### src/rtl/mem_access_unit.sv
// mem_access_unit: MEM-stage load/store sequencer driving a byte-wide, big-endian
// data memory one byte per cycle. Optional feature macro: MISALIGN_TRAP_EN
// (misaligned accesses complete immediately with resp_err instead of running).
module mem_access_unit #(
    parameter int unsigned ADDR_W = 32
) (
    input  logic              clk,
    input  logic              rst_n,
    input  logic              req_valid,
    output logic              req_ready,
    input  logic [ADDR_W-1:0] req_addr,
    input  logic [31:0]       req_wdata,
    input  logic              req_write,
    input  logic [1:0]        req_read,
    output logic              stall,
    output logic              resp_valid,
    output logic [31:0]       resp_rdata,
    output logic              resp_err,
    output logic [ADDR_W-1:0] mem_addr,
    output logic [7:0]        mem_wdata,
    output logic              mem_we,
    input  logic [7:0]        mem_rdata
);

    typedef enum logic [1:0] {StIdle, StXfer, StDone} state_e;

    state_e            state_q, state_d;
    logic [ADDR_W-1:0] addr_q, addr_d;
    logic [31:0]       wdata_q, wdata_d;
    // Access type: 0 store, 1 word load, 2 signed half load, 3 unsigned half load
    logic [1:0]        rtype_q, rtype_d;
    logic [1:0]        idx_q, idx_d;
    logic [31:0]       lbuf_q, lbuf_d;
    logic [31:0]       rdata_q, rdata_d;
    logic [ADDR_W-1:0] mem_addr_q, mem_addr_d;
    logic [7:0]        mem_wdata_q, mem_wdata_d;

    logic [ADDR_W-1:0] cur_addr;
    logic [7:0]        cur_byte;
    logic [1:0]        last_idx;
    logic              is_store;

`ifdef MISALIGN_TRAP_EN
    logic err_q, err_d;
    logic misalign;

    // Word accesses need addr[1:0]==0, halfword loads need addr[0]==0.
    always_comb begin
        misalign = 1'b0;
        if (req_write || req_read == 2'd1) begin
            misalign = (req_addr[1:0] != 2'b00);
        end else if (req_read[1]) begin
            misalign = req_addr[0];
        end
    end
`endif

    // Per-byte address/data selection for the current transfer beat.
    always_comb begin
        is_store = (rtype_q == 2'd0);
        last_idx = rtype_q[1] ? 2'd1 : 2'd3;
        cur_addr = addr_q + ADDR_W'(idx_q);
        unique case (idx_q)
            2'd0:    cur_byte = wdata_q[31:24];
            2'd1:    cur_byte = wdata_q[23:16];
            2'd2:    cur_byte = wdata_q[15:8];
            default: cur_byte = wdata_q[7:0];
        endcase
    end

    // Next-state logic: accept, byte sequencing, load assembly, response capture.
    always_comb begin
        state_d     = state_q;
        addr_d      = addr_q;
        wdata_d     = wdata_q;
        rtype_d     = rtype_q;
        idx_d       = idx_q;
        lbuf_d      = lbuf_q;
        rdata_d     = rdata_q;
        mem_addr_d  = mem_addr_q;
        mem_wdata_d = mem_wdata_q;
`ifdef MISALIGN_TRAP_EN
        err_d       = err_q;
`endif
        unique case (state_q)
            StIdle: begin
                // A request with neither write nor read is consumed as a no-op.
                if (req_valid && (req_write || req_read != 2'd0)) begin
                    addr_d  = req_addr;
                    wdata_d = req_wdata;
                    rtype_d = req_write ? 2'd0 : req_read;
                    idx_d   = 2'd0;
                    state_d = StXfer;
`ifdef MISALIGN_TRAP_EN
                    if (misalign) begin
                        rdata_d = 32'h0;
                        err_d   = 1'b1;
                        state_d = StDone;
                    end
`endif
                end
            end
            StXfer: begin
                mem_addr_d = cur_addr;
                if (is_store) begin
                    mem_wdata_d = cur_byte;
                end else begin
                    unique case (idx_q)
                        2'd0:    lbuf_d[31:24] = mem_rdata;
                        2'd1:    lbuf_d[23:16] = mem_rdata;
                        2'd2:    lbuf_d[15:8]  = mem_rdata;
                        default: lbuf_d[7:0]   = mem_rdata;
                    endcase
                end
                if (idx_q == last_idx) begin
                    unique case (rtype_q)
                        2'd0:    rdata_d = 32'h0;
                        2'd1:    rdata_d = lbuf_d;
                        2'd2:    rdata_d = {{16{lbuf_d[31]}}, lbuf_d[31:16]};
                        default: rdata_d = {16'h0, lbuf_d[31:16]};
                    endcase
`ifdef MISALIGN_TRAP_EN
                    err_d = 1'b0;
`endif
                    state_d = StDone;
                end else begin
                    idx_d = idx_q + 2'd1;
                end
            end
            default: begin
                state_d = StIdle;
            end
        endcase
    end

    // State registers; async reset aborts any access and drops mem_we at once.
    always_ff @(posedge clk or negedge rst_n) begin
        if (!rst_n) begin
            state_q     <= StIdle;
            addr_q      <= '0;
            wdata_q     <= 32'h0;
            rtype_q     <= 2'd0;
            idx_q       <= 2'd0;
            lbuf_q      <= 32'h0;
            rdata_q     <= 32'h0;
            mem_addr_q  <= '0;
            mem_wdata_q <= 8'h0;
`ifdef MISALIGN_TRAP_EN
            err_q       <= 1'b0;
`endif
        end else begin
            state_q     <= state_d;
            addr_q      <= addr_d;
            wdata_q     <= wdata_d;
            rtype_q     <= rtype_d;
            idx_q       <= idx_d;
            lbuf_q      <= lbuf_d;
            rdata_q     <= rdata_d;
            mem_addr_q  <= mem_addr_d;
            mem_wdata_q <= mem_wdata_d;
`ifdef MISALIGN_TRAP_EN
            err_q       <= err_d;
`endif
        end
    end

    // Outputs; the memory bus holds its last value outside XFER.
    always_comb begin
        req_ready  = (state_q == StIdle);
        stall      = !req_ready;
        resp_valid = (state_q == StDone);
        resp_rdata = rdata_q;
        mem_we     = (state_q == StXfer) && is_store;
        mem_addr   = (state_q == StXfer) ? cur_addr : mem_addr_q;
        mem_wdata  = mem_we ? cur_byte : mem_wdata_q;
`ifdef MISALIGN_TRAP_EN
        resp_err   = err_q;
`else
        resp_err   = 1'b0;
`endif
    end

endmodule

### config.mk
export PLATFORM = sky130hd
export DESIGN_NAME = mem_access_unit
export DESIGN_NICKNAME = d
export VERILOG_FILES = /design/src/rtl/mem_access_unit.sv
export SDC_FILE = /design/constraint.sdc
export NUM_CORES = 1
export LEC_CHECK = 0
export ABC_AREA = 1
export BUFFER_PORTS_ARGS = -buffer_cell sky130_fd_sc_hd__buf_2
export CAP_MARGIN = 15
export CORE_ASPECT_RATIO = 1.2
export CORE_MARGIN = 8
export CORE_UTILIZATION = 60
export CTS_BUF_LIST = sky130_fd_sc_hd__clkbuf_8 sky130_fd_sc_hd__clkbuf_16
export DETAILED_ROUTE_END_ITERATION = 10
export GPL_TIMING_DRIVEN = 0
export PLACE_DENSITY = 0.87
export SLEW_MARGIN = 10
export SYNTH_ARGS = -nofsm -noshare
export SYNTH_HDL_FRONTEND = slang
export SYNTH_SLANG_ARGS = --single-unit
### constraint.sdc
create_clock -name clk -period 4 [get_ports clk]
set_clock_uncertainty 0.1 [all_clocks]
set_input_delay 0.2 -clock clk [delete_from_list [all_inputs] [get_ports clk]]
set_output_delay 0.2 -clock clk [all_outputs]
set_load 0.02 [all_outputs]
---- Word-level counts from Yosys, hierarchy flattened ----
Index checks and enable logic that the tools add are counted.
Widths: inputs -> output; s select.
operators by class
  shifts and indexed selects .............. 0
  equality and inequality tests ........... 10
  multipliers ............................. 0
  $add $sub $neg .......................... 2
  div/mod/pow operators ................... 0
  reductions and logical operators ........ 15
  magnitude comparators ................... 0
  bitwise logic cells ..................... 0
  multiplexer cells ....................... 17
operators with widths
  cell                 number
  $pmux 32 s3          1
  $mux 32              2
  $mux 8               5
  $add 32x2->32        1
  $pmux 8 s3           1
  $mux 2               6
  $pmux 2 s2           2
  $reduce_and 2->1     4
  $eq 2x1->1 const B   3
  $eq 2x2->1 const B   3
  $logic_not 2->1      3
  $ne 2x2->1 const B   2
  $reduce_bool 2->1    2
  $reduce_and 3->1     1
  $reduce_or 3->1      1
  $add 2x1->2 const B  1
  $eq 2x2->1           1
  $logic_and 1x1->1    2
  $ne 2x1->1 const B   1
  $logic_not 1->1      1
  $logic_or 1x1->1     1
storage, ports and cells
  bits in latches ......................... 0
  memory bits (read-only) ................. 0
  output and inout bits ................... 77
  RAM bits ................................ 0
  register bits ........................... 174
  memories kept ........................... 0

---- Depth between registers and ports, before layout ----
Gate-level depths: netlist of the first run.
  depth after elaboration ................. 5
  gate-level depth with buffers ........... 11
  depth with buffers taken out ............ 11

---- Worst setup path before layout of the first run ----
OpenSTA, ideal clock, no wires.
  path kind ............................... register -> output
  from .................................... register idx_q[0]
  to ...................................... output mem_addr[12]
  setup slack ............................. 1.575 ns
  buffers on the path ..................... 0
  arrival time ............................ 2.125 ns
  stages on the path, launching flop included .. 9
  cell sequence ........................... dfrtp_1 ha_1 inv_1 fa_1 nor2_2 nand2_1 nor2_1 xor2_1 o21ai_0
on the way
  cells in the longest elaborated chain, start to end .. 2
RTL lines
  what                    RTL line  text
  from (decl)             32        logic [1:0] idx_q, idx_d;
  from (signal assigned)  156       idx_q <= idx_d;
  $add 32x2->32           62        cur_addr = addr_q + ADDR_W'(idx_q);
  $mux 32                 -
  to (decl)               19        output logic [ADDR_W-1:0] mem_addr,
No other way between the ends.

---- Worst setup path in the final report of the first run ----
Same ends and word-level chain as after synthesis.

==> flow_summary.toml, run 1 <==
[status]
outcome = "finished clean"

[placement]
io_buffer_count = 153
place_congestion = 0.9572
dp.final_hpwl_mm = 17.48
placed_area_mm2 = 0.009455

[floorplan]
io_pins = 155
die_w_um = 124.3
die_y_um = 145.9
initial_utilization_pct = 61.32
dieArea_mm2 = 0.01813
core_mm2 = 0.01376
core.rowCount = 47

[timing]
rsz0062_at_grt = "no"
fin_crit_ps = 3114
finalCritPeriodShare_pct = 77.84
max_freq_mhz = 321.2
hold_viol_final = 0
worstMarginPinSlew_ps = 725.2
final.setup.tns_ps = 0
slew-limit-headroom_pct = 51.15
drv_slew = 0
setup_viol = 0

[clocking]
cts_tree = "built"
cts.sinks = 174
max-clock-path-buffers = 2
postCtsSetupBuffers = 0
numCtsBuffers = 17
cts_htree_levels = 4
cts.clk_slew.worst_paths_ps = 70
clockRootBuffer = "clkbuf_16"
clk_latency_ps = 430

[global_routing]
grt_usage_pct = 29.82
grt_pass1_vias = 8759
grt_max_degree = 113
grt_overflow = 0
grt_antenna_before_repair = 2
grt_pass1_wl_mm = 43.54

[layout]
fill_cells = 980
drive_gt1_share_pct = 16.55
final_net_count = 1444
finalInstanceArea_mm2 = 0.01069
area_growth_pct = 26.69
final_common_cell = "nand2_1"
multi_input_area_mm2 = 0.003571
final_cell_mix = "nand2_1 (518), dfrtp_1 (174), buf_2 (169), o21ai_0 (99), nor2_1 (85)"
regArea_mm2 = 0.004354

[worst_setup_path]
arrival_ps = 2810
start_kind = "flop"
cp.required_ps = 3700
regToRegStartpoint = "idx_q[1]"
crit_fanout = 5
cp-endpoint = "mem_addr[12]"
path_cells = "ha_1, inv_1, fa_1, nor2_2, nand2_1, nor2_1, xor2_1, o21ai_0, buf_2"
critPathLaunch = "idx_q[0]"
reg2reg_slack_ps = 1360
crit_path_end_kind = "output port"
crit_buf_inv = 2
crit_cells = 9
crit_path_max_incr_delay_ps = 440
cpLargestDelayFamily = "simple AND/OR/NAND/NOR gates"
cp_slowest_cell = "dfrtp_1"
worstSetupPathType = "flop to output port"
regToRegEndpoint = "resp_rdata[3]"
ff2ff_path_depth = 9

[synth]
yosys_warnings = 0
synth-seq-cells = 174
syn_nets = 1202
synth.top_cell.area_share_pct = 51.60
synth_area_leaders = "dfrtp_1 (52%), nand2_1 (23%), o21ai_0 (5.9%)"
synth_top_area_cell = "dfrtp_1"
syn_area_per_cell_um2 = 7.554
synth_cell_types = 30
syn-instance-count = 1117
ys_seq_area_share_pct = 51.60
synth_area_mm2 = 0.008438

[detailed_routing]
wl_met2_mm = 13.40
num_vias = 8445
first_pass_iters = 6
drt-total-wl_mm = 26.36
drc = 0
top_layer_used = "met4"
met3_length_mm = 1.795
via_per_inst = 5.466
wire_per_inst_um = 17.06
ant_nets = 0
wl_met1_mm = 9.748
drt-initial-drc-count = 664

[power]
p_leak_nw = 5.687
p_per_area_mw_per_mm2 = 837.5
peakVddDrop_v = 0.0005011

[flow_run]
drv_cap = 0

[worst_hold_path]
hold_class = "input pin to flop"
-- stage by stage --
| step | setup slack, ps | total power, W | hold WS, ps | std cells | utilization (%) |
|---|---|---|---|---|---|
| floorplan | 1575 | 0.005778 | -195.6 | 1117 | - |
| global placement | 9.333 | 0.007058 | 292.1 | 1441 | 68.44 |
| detailed placement | 1438 | 0.007191 | 61.15 | 1442 | 68.71 |
| CTS | 941.8 | 0.008795 | 28.11 | 1543 | 77.65 |
| global route | 721.0 | 0.009580 | 64.83 | 1545 | 77.69 |
| finish | 886.4 | 0.008953 | 34.47 | 1545 | 77.69 |
-- sequential cells by signal (all words and copies together), names as in the netlist --
name / cells
lbuf_q: 32
mem_wdata_q: 8
mem_addr_q: 32
addr_q: 32
rtype_q: 2
resp_rdata: 32
state_q: 2
idx_q: 2
wdata_q: 32
-- timing repair --
action	in CTS	in global routing
hold endpoints to repair	128	0
hold buffers	69	0
gates resized for setup	0	0
-- metal layers --
layer / up-vias / global-route usage (%)
li1: 3968 / -
met1: 3953 / 32.19
met5: - / 0
met2: 404 / 50.66
met3: 120 / 7.471
met4: 0 / 20.22
-- area by class of cell --
| class | count | share of cell area, % |
|---|---|---|
| well taps | 171 | 2.001 |
| multi-input cells | 818 | 33.40 |
| clock buffers | 20 | 4.366 |
| inverters | 81 | 2.844 |
| flip-flops and latches | 174 | 40.73 |
| repair buffers | 223 | 13.97 |
| plain buffers | 44 | 1.955 |
| clock inverters | 12 | 0.6788 |
| diodes | 2 | 0.04682 |
-- synth_stat cells (all sizes together) --
cell,n
fa,1
conb,1
a21oi,16
nand2,524
dfrtp,174
clkinv,1
xor2,13
o22ai,2
nand3,36
o211ai,7
xnor2,2
a31oi,8
nand3b,6
nor2,90
nand4,1
inv,80
buf,23
o21ai,105
clkbuf,21
ha,6
-- worst min-delay path, cell delays in order --
cell and delay (ps):
buf_2 120, o21ai_2 70, o21ai_0 140
-- report_power, final --
part	leakage, nW	switching [W]	internal (W)	total (W)
Combinational	3.24	0.00302	0.00132	0.00434
Sequential	2.18	0.000504	0.00257	0.00308
Clock	0.264	0.000699	0.000835	0.00153
-- worst min path at each step --
stage	from	endpoint	slack, ps	cells after the start
2_1_floorplan	rst_n	addr_q[0]	-200	0
3_3_place_gp	req_addr[24]	addr_q[24]	290	3
3_5_place_dp	rst_n	mem_addr_q[11]	60	1
4_1_cts	mem_rdata[2]	lbuf_q[10]	30	3
5_1_grt	mem_rdata[2]	lbuf_q[10]	60	3
6_report	mem_rdata[2]	lbuf_q[10]	30	3
-- kinds of logic (layout without fill, tap and decap cells) --
family	Yosys count	count (layout)	synth area share, %
buffers and inverters	125	380	6.079
XOR/XNOR	15	15	1.557
AND/OR/NAND/NOR	657	657	30.87
adder cells (fa/ha/maj)	7	7	1.127
other	1	3	0.04444
flip-flops	174	174	51.60
AO/OA/AOI/OAI	138	138	8.719
(Power assumes the default switching activity.)
==> inputs of run 2 (changes only) <==
--- a/config.mk
+++ b/config.mk
@@ -10,11 +10,11 @@
 export CAP_MARGIN = 15
 export CORE_ASPECT_RATIO = 1.2
 export CORE_MARGIN = 8
-export CORE_UTILIZATION = 60
+export CORE_UTILIZATION = 56
 export CTS_BUF_LIST = sky130_fd_sc_hd__clkbuf_8 sky130_fd_sc_hd__clkbuf_16
 export DETAILED_ROUTE_END_ITERATION = 10
 export GPL_TIMING_DRIVEN = 0
-export PLACE_DENSITY = 0.87
+export PLACE_DENSITY = 0.82
 export SLEW_MARGIN = 10
 export SYNTH_ARGS = -nofsm -noshare
 export SYNTH_HDL_FRONTEND = slang
==> constraint.sdc (replaced) <==
create_clock -name clk -period 3 [get_ports clk]
set_clock_uncertainty 0.1 [all_clocks]
set_input_delay 0.15 -clock clk [delete_from_list [all_inputs] [get_ports clk]]
set_output_delay 0.15 -clock clk [all_outputs]
set_load 0.02 [all_outputs]
==> run 2 against run 1 <==
Die area up 6.3%. Critical endpoint unchanged. Largest cell class unchanged. Highest routed layer unchanged. Sequential power rose by 32%. Global-route usage is 2.2 points lower. Setup slack lost 670 ps.
==> flow_summary.toml, run 2 (same netlist as run 1, synthesis figures left out) <==
[power]
power.internal_w = 0.006468
p_per_area_mw_per_mm2 = 1113
switching_share_pct = 46.27
power.share.clock_pct = 18.6
p_leak_nw = 5.708
peakVddDrop_v = 0.0006345
p_comb_share_pct = 47.6
seqPwrFrac_pct = 33.9
switchingPower_w = 0.005570
power.total_w = 0.01204

[floorplan]
core_mm2 = 0.01484
core.rowCount = 49
die_y_um = 150.5
io_pins = 155
initial_utilization_pct = 56.87
die_w_um = 128.1
dieArea_mm2 = 0.01927

[timing]
hold_viol_final = 0
setup_viol = 0
rsz0062_at_grt = "no"
worstMarginPinSlew_ps = 636.3
slew-limit-headroom_pct = 57.13
fin_crit_ps = 2781
max_freq_mhz = 359.5
drv_slew = 0
finalCritPeriodShare_pct = 92.71

[global_routing]
grt_usage_pct = 27.64
grt_antenna_before_repair = 0
grt_overflow = 0
grt_pass1_vias = 8477
grt_max_degree = 115
grt_pass1_wl_mm = 41.43

[layout]
fin_cells = 1578
fill_cells = 1128
multi_input_area_mm2 = 0.003591
final_net_count = 1445
postLayoutCoreUtil_pct = 72.89
finalInstanceArea_mm2 = 0.01081
regArea_mm2 = 0.004355
final_common_cell = "nand2_1"
drive_gt1_share_pct = 17.04
area_growth_pct = 28.16
final_cell_mix = "nand2_1 (517), dfrtp_1 (173), buf_2 (169), o21ai_0 (98), nor2_1 (83)"

[clocking]
cts_tree = "built"
max-clock-path-buffers = 2
cts.sinks = 174
cts.clk_slew.worst_paths_ps = 70
cts_htree_levels = 4
clk_latency_ps = 440
clockRootBuffer = "clkbuf_16"
numCtsBuffers = 17
postCtsSetupBuffers = 0

[worst_setup_path]
cp.required_ps = 2750
crit_fanout = 5
arrival_ps = 2530
ff2ff_path_depth = 9
crit_path_end_kind = "output port"
worstSetupPathType = "flop to output port"
start_kind = "flop"

[detailed_routing]
via_per_inst = 5.245
drc = 0
wire_per_inst_um = 16.22
drt-initial-drc-count = 683
drt-total-wl_mm = 25.59
num_vias = 8276
ant_nets = 0
first_pass_iters = 5

[placement]
place_congestion = 0.9196
placed_area_mm2 = 0.009497
io_buffer_count = 153
dpl.cell_count = 1475
dp.final_hpwl_mm = 17.67

[flow_run]
drv_cap = 0

[status]
outcome = "finished clean"

[worst_hold_path]
hold_class = "input pin to flop"
whs_path_depth = 3
-- run 2: changes by cell type in the layout (fill, tap and decap cells not counted), sizes merged --
cell | previous run | this run
inv | 84 | 83
bufinv | 0 | 2
diode | 2 | 1
dlygate4sd3 | 69 | 70
clkbuf | 41 | 40
-- run 2: path summary, 6_finish.rpt --
path | from | endpoint | slack, ps
worst max-delay path | idx_q[0] | mem_addr[12] | 220
worst min-delay path | mem_rdata[3] | lbuf_q[11] | 20
worst max register to register | idx_q[1] | resp_rdata[3] | 580
worst min register to register | mem_addr_q[11] | mem_addr_q[11] | 370
max in group asynchronous | rst_n | idx_q[0] | 1770
min in group asynchronous | rst_n | resp_rdata[12] | 140
-- run 2: layer usage --
layer	share of wire, %	track usage [%]	vias to the layer above
met5	0	0	-
met4	5.6	17.63	0
met3	6.4	6.308	108
met2	50	47.47	346
met1	38	30.46	3857
li1	-	-	3965
-- run 2: cell type report --
class	count	share of cell area, %
clock buffers	19	4.188
plain buffers	44	1.932
well taps	204	2.360
multi-input cells	818	33.21
clock inverters	13	1.296
flip-flops and latches	174	40.28
repair buffers	224	13.91
inverters	81	2.812
diodes	1	0.02314
-- run 2: timing repair --
action	4_1_cts	5_1_grt
cloned	0	0
hold buffers	70	0
endpoints found under the setup margin	5	11
hold endpoints to repair	127	0
pin swaps	0	1
gates resized for setup	3	5
-- run 2: metrics by stage --
stage / setup TNS, ps / setup slack (ps) / hold slack (ps)
final: 0 / 218.6 / 16.40
after global routing: 0 / 31.67 / 21.88
after CTS: 0 / 37.77 / 4.972
after detailed placement: 0 / 375.5 / 17.05
after global placement: -168400 / -985.9 / 244.3
after floorplan: 0 / 589.4 / -245.6
-- run 2: worst max-delay path, cell delays in order, from the launching register on --
cell and delay [ps]:
dfrtp_2 410, ha_1 180, inv_1 60, fa_2 380
nor2_4 180, nand2_2 150, nor2_2 180, xor2_1 230
o21ai_1 130, buf_2 200
-- run 2: power by group through the flow --
stage	Clock [W]	Combinational (W)	Sequential, W
finish	0.00224	0.00573	0.00408
global route	0.00234	0.00636	0.00421
CTS	0.00223	0.00566	0.00405
detailed placement	0	0.00553	0.00408
global placement	0	0.00540	0.00404
floorplan	0	0.00355	0.00415
